File: src/rtl/icache_fill_ctrl.sv
// I-cache miss / line-fill controller.
// Accepts a stage-2 miss, picks a one-hot victim way (round robin), issues a
// single burst read, and streams the returned beats into the data bank while
// forwarding the requested word to fetch.
// Optional feature macro: ICACHE_FILL_CRITICAL_WORD_FIRST_EN
//   defined   : burst starts at the requested word and wraps around the line
//   undefined : burst starts at the line base, words in order 0..LINE_WORDS-1
//
// state | meaning
// IDLE  | waiting for a miss, no outstanding work
// REQ   | burst request held until memory accepts it
// FILL  | collecting beats, writing the data bank, forwarding the critical word
module icache_fill_ctrl #(
  parameter int WAYS       = 2,
  parameter int LINES      = 64,
  parameter int LINE_WORDS = 8,
  localparam int LINE_ADDR_W = $clog2(LINES),
  localparam int SUB_W       = $clog2(LINE_WORDS)
) (
  input  logic                         clk,
  input  logic                         rst,
  input  logic                         miss,
  input  logic [31:0]                  miss_addr,
  input  logic                         flush,
  output logic                         busy,
  output logic                         mem_req,
  output logic [31:0]                  mem_addr,
  input  logic                         mem_ack,
  input  logic                         mem_rvalid,
  input  logic [31:0]                  mem_rdata,
  output logic                         update,
  output logic [WAYS-1:0]              update_way,
  output logic [WAYS-1:0]              data_we,
  output logic [LINE_ADDR_W+SUB_W-1:0] data_addr,
  output logic [31:0]                  data_wdata,
  output logic                         fwd_valid,
  output logic [31:0]                  fwd_data,
  output logic                         fill_done
);

  typedef enum logic [1:0] {IDLE, REQ, FILL} state_t;

  localparam logic [SUB_W:0] LAST_CNT = (SUB_W+1)'(LINE_WORDS - 1);

  state_t                  state;
  logic [WAYS-1:0]         victim_q;
  logic [SUB_W:0]          cnt_q;
  logic [LINE_ADDR_W-1:0]  line_q;
  logic [SUB_W-1:0]        off_q;
  logic                    discard_q;

  logic                    beat;
  logic                    last_beat;
  logic [SUB_W-1:0]        beat_word;
  logic [WAYS-1:0]         victim_rot;
  logic [31:0]             burst_addr;
  logic                    unused_addr_bits;

  // Byte offset within a word never matters for an instruction line fill.
  assign unused_addr_bits = ^miss_addr[1:0];

  assign beat       = (state == FILL) && mem_rvalid;
  assign last_beat  = beat && (cnt_q == LAST_CNT);
  // Rotate left by one; the right-shift term wraps the top way back to way 0.
  assign victim_rot = (victim_q << 1) | (victim_q >> (WAYS - 1));

`ifdef ICACHE_FILL_CRITICAL_WORD_FIRST_EN
  assign burst_addr = {miss_addr[31:2], 2'b00};
  assign beat_word  = off_q + cnt_q[SUB_W-1:0];
`else
  assign burst_addr = {miss_addr[31:SUB_W+2], {(SUB_W+2){1'b0}}};
  assign beat_word  = cnt_q[SUB_W-1:0];
`endif

  // Sequencing: latch the miss, hold the request, count beats, rotate victim.
  always_ff @(posedge clk) begin
    if (rst) begin
      state     <= IDLE;
      victim_q  <= WAYS'(1);
      cnt_q     <= '0;
      line_q    <= '0;
      off_q     <= '0;
      discard_q <= 1'b0;
    end else begin
      case (state)
        IDLE: begin
          if (miss && !flush) begin
            state     <= REQ;
            line_q    <= miss_addr[SUB_W+2 +: LINE_ADDR_W];
            off_q     <= miss_addr[2 +: SUB_W];
            cnt_q     <= '0;
            discard_q <= 1'b0;
          end
        end
        REQ: begin
          // An accepted burst cannot be recalled, so ack beats a same-cycle flush.
          if (mem_ack) begin
            state     <= FILL;
            discard_q <= flush;
          end else if (flush) begin
            state <= IDLE;
          end
        end
        FILL: begin
          if (flush) discard_q <= 1'b1;
          if (beat) cnt_q <= cnt_q + (SUB_W+1)'(1);
          if (last_beat) begin
            state     <= IDLE;
            victim_q  <= victim_rot;
            cnt_q     <= '0;
            discard_q <= 1'b0;
          end
        end
        default: state <= IDLE;
      endcase
    end
  end

  // Strobes follow the state and the current beat so they line up with memory.
  always_comb begin
    busy       = (state != IDLE);
    mem_req    = (state == REQ);
    mem_addr   = mem_req ? burst_addr : 32'h0;
    update     = mem_req && mem_ack;
    update_way = update ? victim_q : '0;
    data_we    = beat ? victim_q : '0;
    data_addr  = {line_q, beat_word};
    data_wdata = mem_rdata;
    fwd_valid  = beat && (beat_word == off_q) && !discard_q && !flush;
    fwd_data   = mem_rdata;
    fill_done  = last_beat;
  end

endmodule
File: config.mk
export PLATFORM = sky130hd
export DESIGN_NAME = icache_fill_ctrl
export DESIGN_NICKNAME = d
export VERILOG_FILES = /design/src/rtl/icache_fill_ctrl.sv
export SDC_FILE = /design/constraint.sdc
export NUM_CORES = 1
export LEC_CHECK = 0
export BUFFER_PORTS_ARGS = -buffer_cell sky130_fd_sc_hd__buf_2
export CAP_MARGIN = 10
export CORE_AREA = 2 2 73 82
export CTS_CLUSTER_DIAMETER = 80
export DETAILED_ROUTE_END_ITERATION = 8
export DIE_AREA = 0 0 75 84
export GPL_TIMING_DRIVEN = 0
export PLACE_DENSITY = 0.88
export SKIP_LAST_GASP = 1
export SLEW_MARGIN = 20
export SYNTH_ARGS = -nofsm -noshare
export SYNTH_HDL_FRONTEND = slang
export SYNTH_SLANG_ARGS = --single-unit
File: constraint.sdc
create_clock -name clk -period 1.7 [get_ports clk]
set_input_delay 0.34 -clock clk [delete_from_list [all_inputs] [get_ports clk]]
set_output_delay 0.34 -clock clk [all_outputs]
set_load 0.01 [all_outputs]
[After elaboration in Yosys (flattened, before gate mapping)]
Index checks and enable logic that the tools add are counted.
Storage, ports and cells
  register bits after elaboration: 18
  input port bits: 70
  output and inout port bits: 114
Cells by class
  eq/ne operators: 10
  bitwise operators: 1
  muxes and demuxes: 17
  $add $sub $neg: 1
  reduce and logical (&&, ||, !) cells: 18
Operator list (number)
  $mux 32: 1
  $mux 2: 6
  $mux 4: 3
  $pmux 4 s2: 1
  $logic_and 1x1->1: 7
  $ne 3x3->1 const B: 2
  $pmux 2 s3: 1
  $reduce_and 3->1: 2
  $add 4x1->4 const B: 1
  $eq 4x3->1 const B: 1
  $mux 1: 4
  $ne 2x2->1 const B: 2
  $reduce_and 2->1: 2
  $reduce_and 4->1: 1
  $reduce_bool 2->1: 2
  $eq 3x3->1: 1
  $ne 3x2->1 const B: 1
  $pmux 1 s3: 1
  $reduce_bool 3->1: 1
  $eq 2x1->1 const B: 1
  $eq 2x2->1 const B: 1
  $logic_not 1->1: 2
  $logic_not 2->1: 1
  $ne 2x1->1 const B: 1
  $or 2x1->2: 1

[Depth between registers and ports, before layout]
  depth after elaboration: 5
  gate-level depth with buffers: 7
  depth with buffers taken out: 6

[Least setup slack after synthesis]
OpenSTA, ideal clock, no wires.
  path kind: register to output
  from: reg state[0]
  to: out fwd_valid
  data required time: 1.360 ns
  arrival: 1.516 ns
  slack: -0.156 ns
  buffers on the path: 1
  cell stages (with the launch flop): 7
  cells stage by stage: dfxtp_1 > inv_1 > ha_1 > buf_6 > nand2_1 > or4_1 > nor3_1
Between the ends
  longest elaborated chain between the ends: 5
Ends and longest elaborated chain
  start, declared: RTL line 45  | state_t state;
  start signal, assigned: RTL line 78  | state <= IDLE;
  start signal, assigned: RTL line 88  | state <= REQ;
  start signal, assigned: RTL line 98  | state <= FILL;
  $eq 2x2->1: RTL line 62  | assign beat = (state == FILL) && mem_rvalid;
  $logic_and 1x1->1: RTL line 62
  $logic_and 1x1->1 (3 in series): RTL line 129  | fwd_valid = beat && (beat_word == off_q) && !discard_q && !flush;
  end, declared: RTL line 36  | output logic fwd_valid,
No other way between the ends.

[Worst setup path after layout]
Ends and elaborated chain as after synthesis.

==> impl_metrics.csv <==
group,metric,value,unit
die,die_area,0.006300,mm2
clocking,clkSinkCount,18,
detailed_routing,detailedRoute.firstIterationViolations,40,
logic_synthesis,synth-warning-count,0,
logic_synthesis,synthDominantCellAreaShare,0.3241,
logic_synthesis,synth_area_leaders,"sky130_fd_sc_hd__buf_4, sky130_fd_sc_hd__dfxtp_1, sky130_fd_sc_hd__and2_1",
die,die_width,75,um
sta,hold_violation_count_in_the_final_report,0,
critical_path,criticalPathCategory,"reg2out",
clocking,path_clk_slew,0.07,ns
sta,worst_hold_slack,0.3199,ns
clocking,cts-hold-fix-buffers,0,
sta,min_period_over_period,1.153,
critical_path,r2r_start,"state[0]",
grt,grtUsageMet2,0.2759,
cells_and_area,finalNonFillerCells,443,
sta,unrepaired_setup_endpoints_after_global_routing,"true",
placed_design,gp_routability_congestion,0.8205,
detailed_routing,dr.pass1.iters,4,
die,die-height,84,um
placed_design,place_hpwl,4.019,mm
detailed_routing,average_wire_length_per_cell_after_detail_routing,10.98,um
sta,timing.final.setup_violations,33,
pwr,vdd_drop_max,0.0005398,V
die,standard_cell_rows,29,
critical_path,regToRegSetupSlack,-0.10,ns
clocking,clock_insertion_delay_worst_skew,0.25,ns
clocking,numCtsBuffers,3,
critical_path,critical_path.startpoint,"state[0]",
critical_path,setup.worst_path.start_class,"flip-flop",
hold_path,holdCritStartpoint,"miss_addr[3]",
run_status,outcome,"complete, but fails checks",
logic_synthesis,dominantRegCellSynth,"sky130_fd_sc_hd__dfxtp_1",
clocking,tritoncts,"done",
grt,grt_busiest_layer,"met2",
detailed_routing,avgViaCountPerCell,4.158,
placed_design,number_of_buffers_inserted_by_port_buffering,143,
logic_synthesis,syn-instance-count,207,
grt,grt_pass1_vias,1789,
critical_path,crit_arrival,1.62,ns
critical_path,endpoint_required_time_on_the_critical_path,1.36,ns
grt,globalRouteMet3Util,0.03140,
logic_synthesis,post_synth.cell_area_avg,8.057,um2
cells_and_area,layout-drive-gt1-share,0.6776,
pwr,power,1.308,mW
grt,global_route.usage.total,0.1432,
clocking,cts.root.buffer_cell,"sky130_fd_sc_hd__clkbuf_8",
grt,global_route.overflow_total,0,
logic_synthesis,synth.distinct_cells,34,
grt,grt_first_pass_wirelength,7.300,mm
sta,max_freq,0.5102,GHz
detailed_routing,finalWirelength,4.862,mm
logic_synthesis,synth-edff-count,0,
logic_synthesis,part_of_the_yosys_area_used_for_sequential_elements,0.2161,
die,num_io_pins,184,
logic_synthesis,synth_async_sr_flop_share,0,
critical_path,critPathMaxFanout,3,
cells_and_area,area_growth,62.64,%
die,start_util,0.3004,
sta,fin_ws,-0.2602,ns
critical_path,kind_of_end_point_of_the_critical_path,"primary output",
sta,finalCriticalPeriod,1.960,ns
hold_path,worst_hold_path_type,"in2reg",
pwr,power.leakage,1.614,nW
grt,number_of_antenna_violations_at_the_first_check_in_global_routing,0,
detailed_routing,drc,0,
clocking,cts.htree.levels,1,
grt,grt_util_met1,0.1497,
cells_and_area,fin_nets,442,
clocking,ctsLongestPathBuffers,2,
die,placeableCoreArea,0.005552,mm2
placed_design,pre_cts_ws,-0.3247,ns
flow_run,maxCapViolations,0,
cells_and_area,num_antenna_cells,0,
sta,final.setup_skew,0.005441,ns
run_status,failed_checks,"negative setup slack",
logic_synthesis,syn-cell-area,0.001668,mm2
pwr,power-per-cell-area,482.1,mW/mm2
grt,largest_net_degree_at_the_start_of_global_routing,11,
detailed_routing,ant_nets,0,
detailed_routing,via_count,1842,
logic_synthesis,postSynthRegisterBits,18,
logic_synthesis,post-synth-top-area-cell,"sky130_fd_sc_hd__buf_4",
placed_design,place.detailed.instances,431,
sta,timing_max_transition_violations_final,0,
-- critical path, cell delays in order (launching register included) --
cell                      delay [ns]
sky130_fd_sc_hd__dfxtp_4        0.36
sky130_fd_sc_hd__inv_4          0.06
sky130_fd_sc_hd__ha_4           0.14
sky130_fd_sc_hd__nand2_4        0.04
sky130_fd_sc_hd__or4_4          0.51
sky130_fd_sc_hd__nor3_2         0.11
sky130_fd_sc_hd__buf_2          0.15
-- cell families after synthesis --
group,after synthesis,share of synthesized area
AO/OA/AOI/OAI,13,0.05852
XOR/XNOR,3,0.01576
adder cells (fa/ha/maj),5,0.03751
buffers and inverters,85,0.3586
flip-flops,18,0.2161
multiplexers,11,0.06602
other,1,0.002248
AND/OR/NAND/NOR,71,0.2453
-- stage by stage --
stage / cell area (um2) / util / setup TNS, ns
3_5_place_dp: 2526 / 0.4550 / -3.639
3_3_place_gp: 2526 / 0.4550 / -2.863
4_1_cts: 2623 / 0.4724 / -3.861
6_report: 2713 / 0.4886 / -2.277
5_1_grt: 2713 / 0.4886 / -3.993
2_1_floorplan: 1714 / - / 0
-- Yosys cell counts (3+ instances only) --
| master | n |
|---|---|
| sky130_fd_sc_hd__nor2_1 | 13 |
| sky130_fd_sc_hd__and3_1 | 4 |
| sky130_fd_sc_hd__a221oi_1 | 3 |
| sky130_fd_sc_hd__ha_1 | 5 |
| sky130_fd_sc_hd__nand2_1 | 9 |
| sky130_fd_sc_hd__inv_1 | 6 |
| sky130_fd_sc_hd__buf_4 | 72 |
| sky130_fd_sc_hd__dfxtp_1 | 18 |
| sky130_fd_sc_hd__and2_1 | 28 |
| sky130_fd_sc_hd__clkbuf_1 | 4 |
| sky130_fd_sc_hd__xor2_1 | 3 |
| sky130_fd_sc_hd__mux2i_1 | 11 |
| sky130_fd_sc_hd__a21oi_1 | 4 |
-- repair_timing --
item,CTS,global route
buffers inserted,3,8
pin swaps,2,6
setup endpoints to repair,32,35
gates resized for setup,12,11
-- worst paths after layout --
path / end / cells after the start
hold / removal: off_q[1] / 3
hold reg to reg: discard_q / 2
setup / recovery: fwd_valid / 6
setup reg to reg: cnt_q[3] / 8
-- layer usage --
metal / vias up / routed length (um) / part of all wire
li1: 908 / - / -
met1: 819 / 1717 / 0.35
met2: 105 / 2635 / 0.54
met3: 10 / 391 / 0.080
met4: 0 / 117 / 0.024
met5: - / 0 / 0
-- where the power goes --
part / internal [mW] / switching, mW / total (mW)
sequential: 0.435 / 0.0106 / 0.445
clock: 0.206 / 0.149 / 0.355
combinational: 0.288 / 0.220 / 0.508
-- placed cells by master (no fill, tap or decap), types with 3 or more instances in the layout --
| cell type | instances |
|---|---|
| sky130_fd_sc_hd__nand2_1 | 8 |
| sky130_fd_sc_hd__buf_2 | 143 |
| sky130_fd_sc_hd__a21oi_1 | 4 |
| sky130_fd_sc_hd__clkbuf_8 | 5 |
| sky130_fd_sc_hd__a221oi_1 | 3 |
| sky130_fd_sc_hd__xor2_1 | 3 |
| sky130_fd_sc_hd__buf_4 | 82 |
| sky130_fd_sc_hd__dfxtp_1 | 14 |
| sky130_fd_sc_hd__conb_1 | 5 |
| sky130_fd_sc_hd__nor2_1 | 12 |
| sky130_fd_sc_hd__ha_4 | 3 |
| sky130_fd_sc_hd__mux2i_1 | 11 |
| sky130_fd_sc_hd__dfxtp_4 | 3 |
| sky130_fd_sc_hd__and3_1 | 4 |
| sky130_fd_sc_hd__and2_1 | 28 |
| sky130_fd_sc_hd__inv_1 | 5 |
-- state kept, by name, indices dropped and copies added (netlist names) --
register,flops
discard_q,1
victim_q,2
off_q,3
line_q,6
cnt_q,4
state,2
-- layout make-up --
class                      instances  area [um2]
fill                             560        2839
timing repair buffer             153       800.8
buffer                            77       574.3
sequential                        18       372.9
clock buffer                       4       55.05
tap                               77       96.34
multi-input combinational        108       788.3
inverter                           6       25.02
Note: power is estimated with default switching activity, not from simulation.
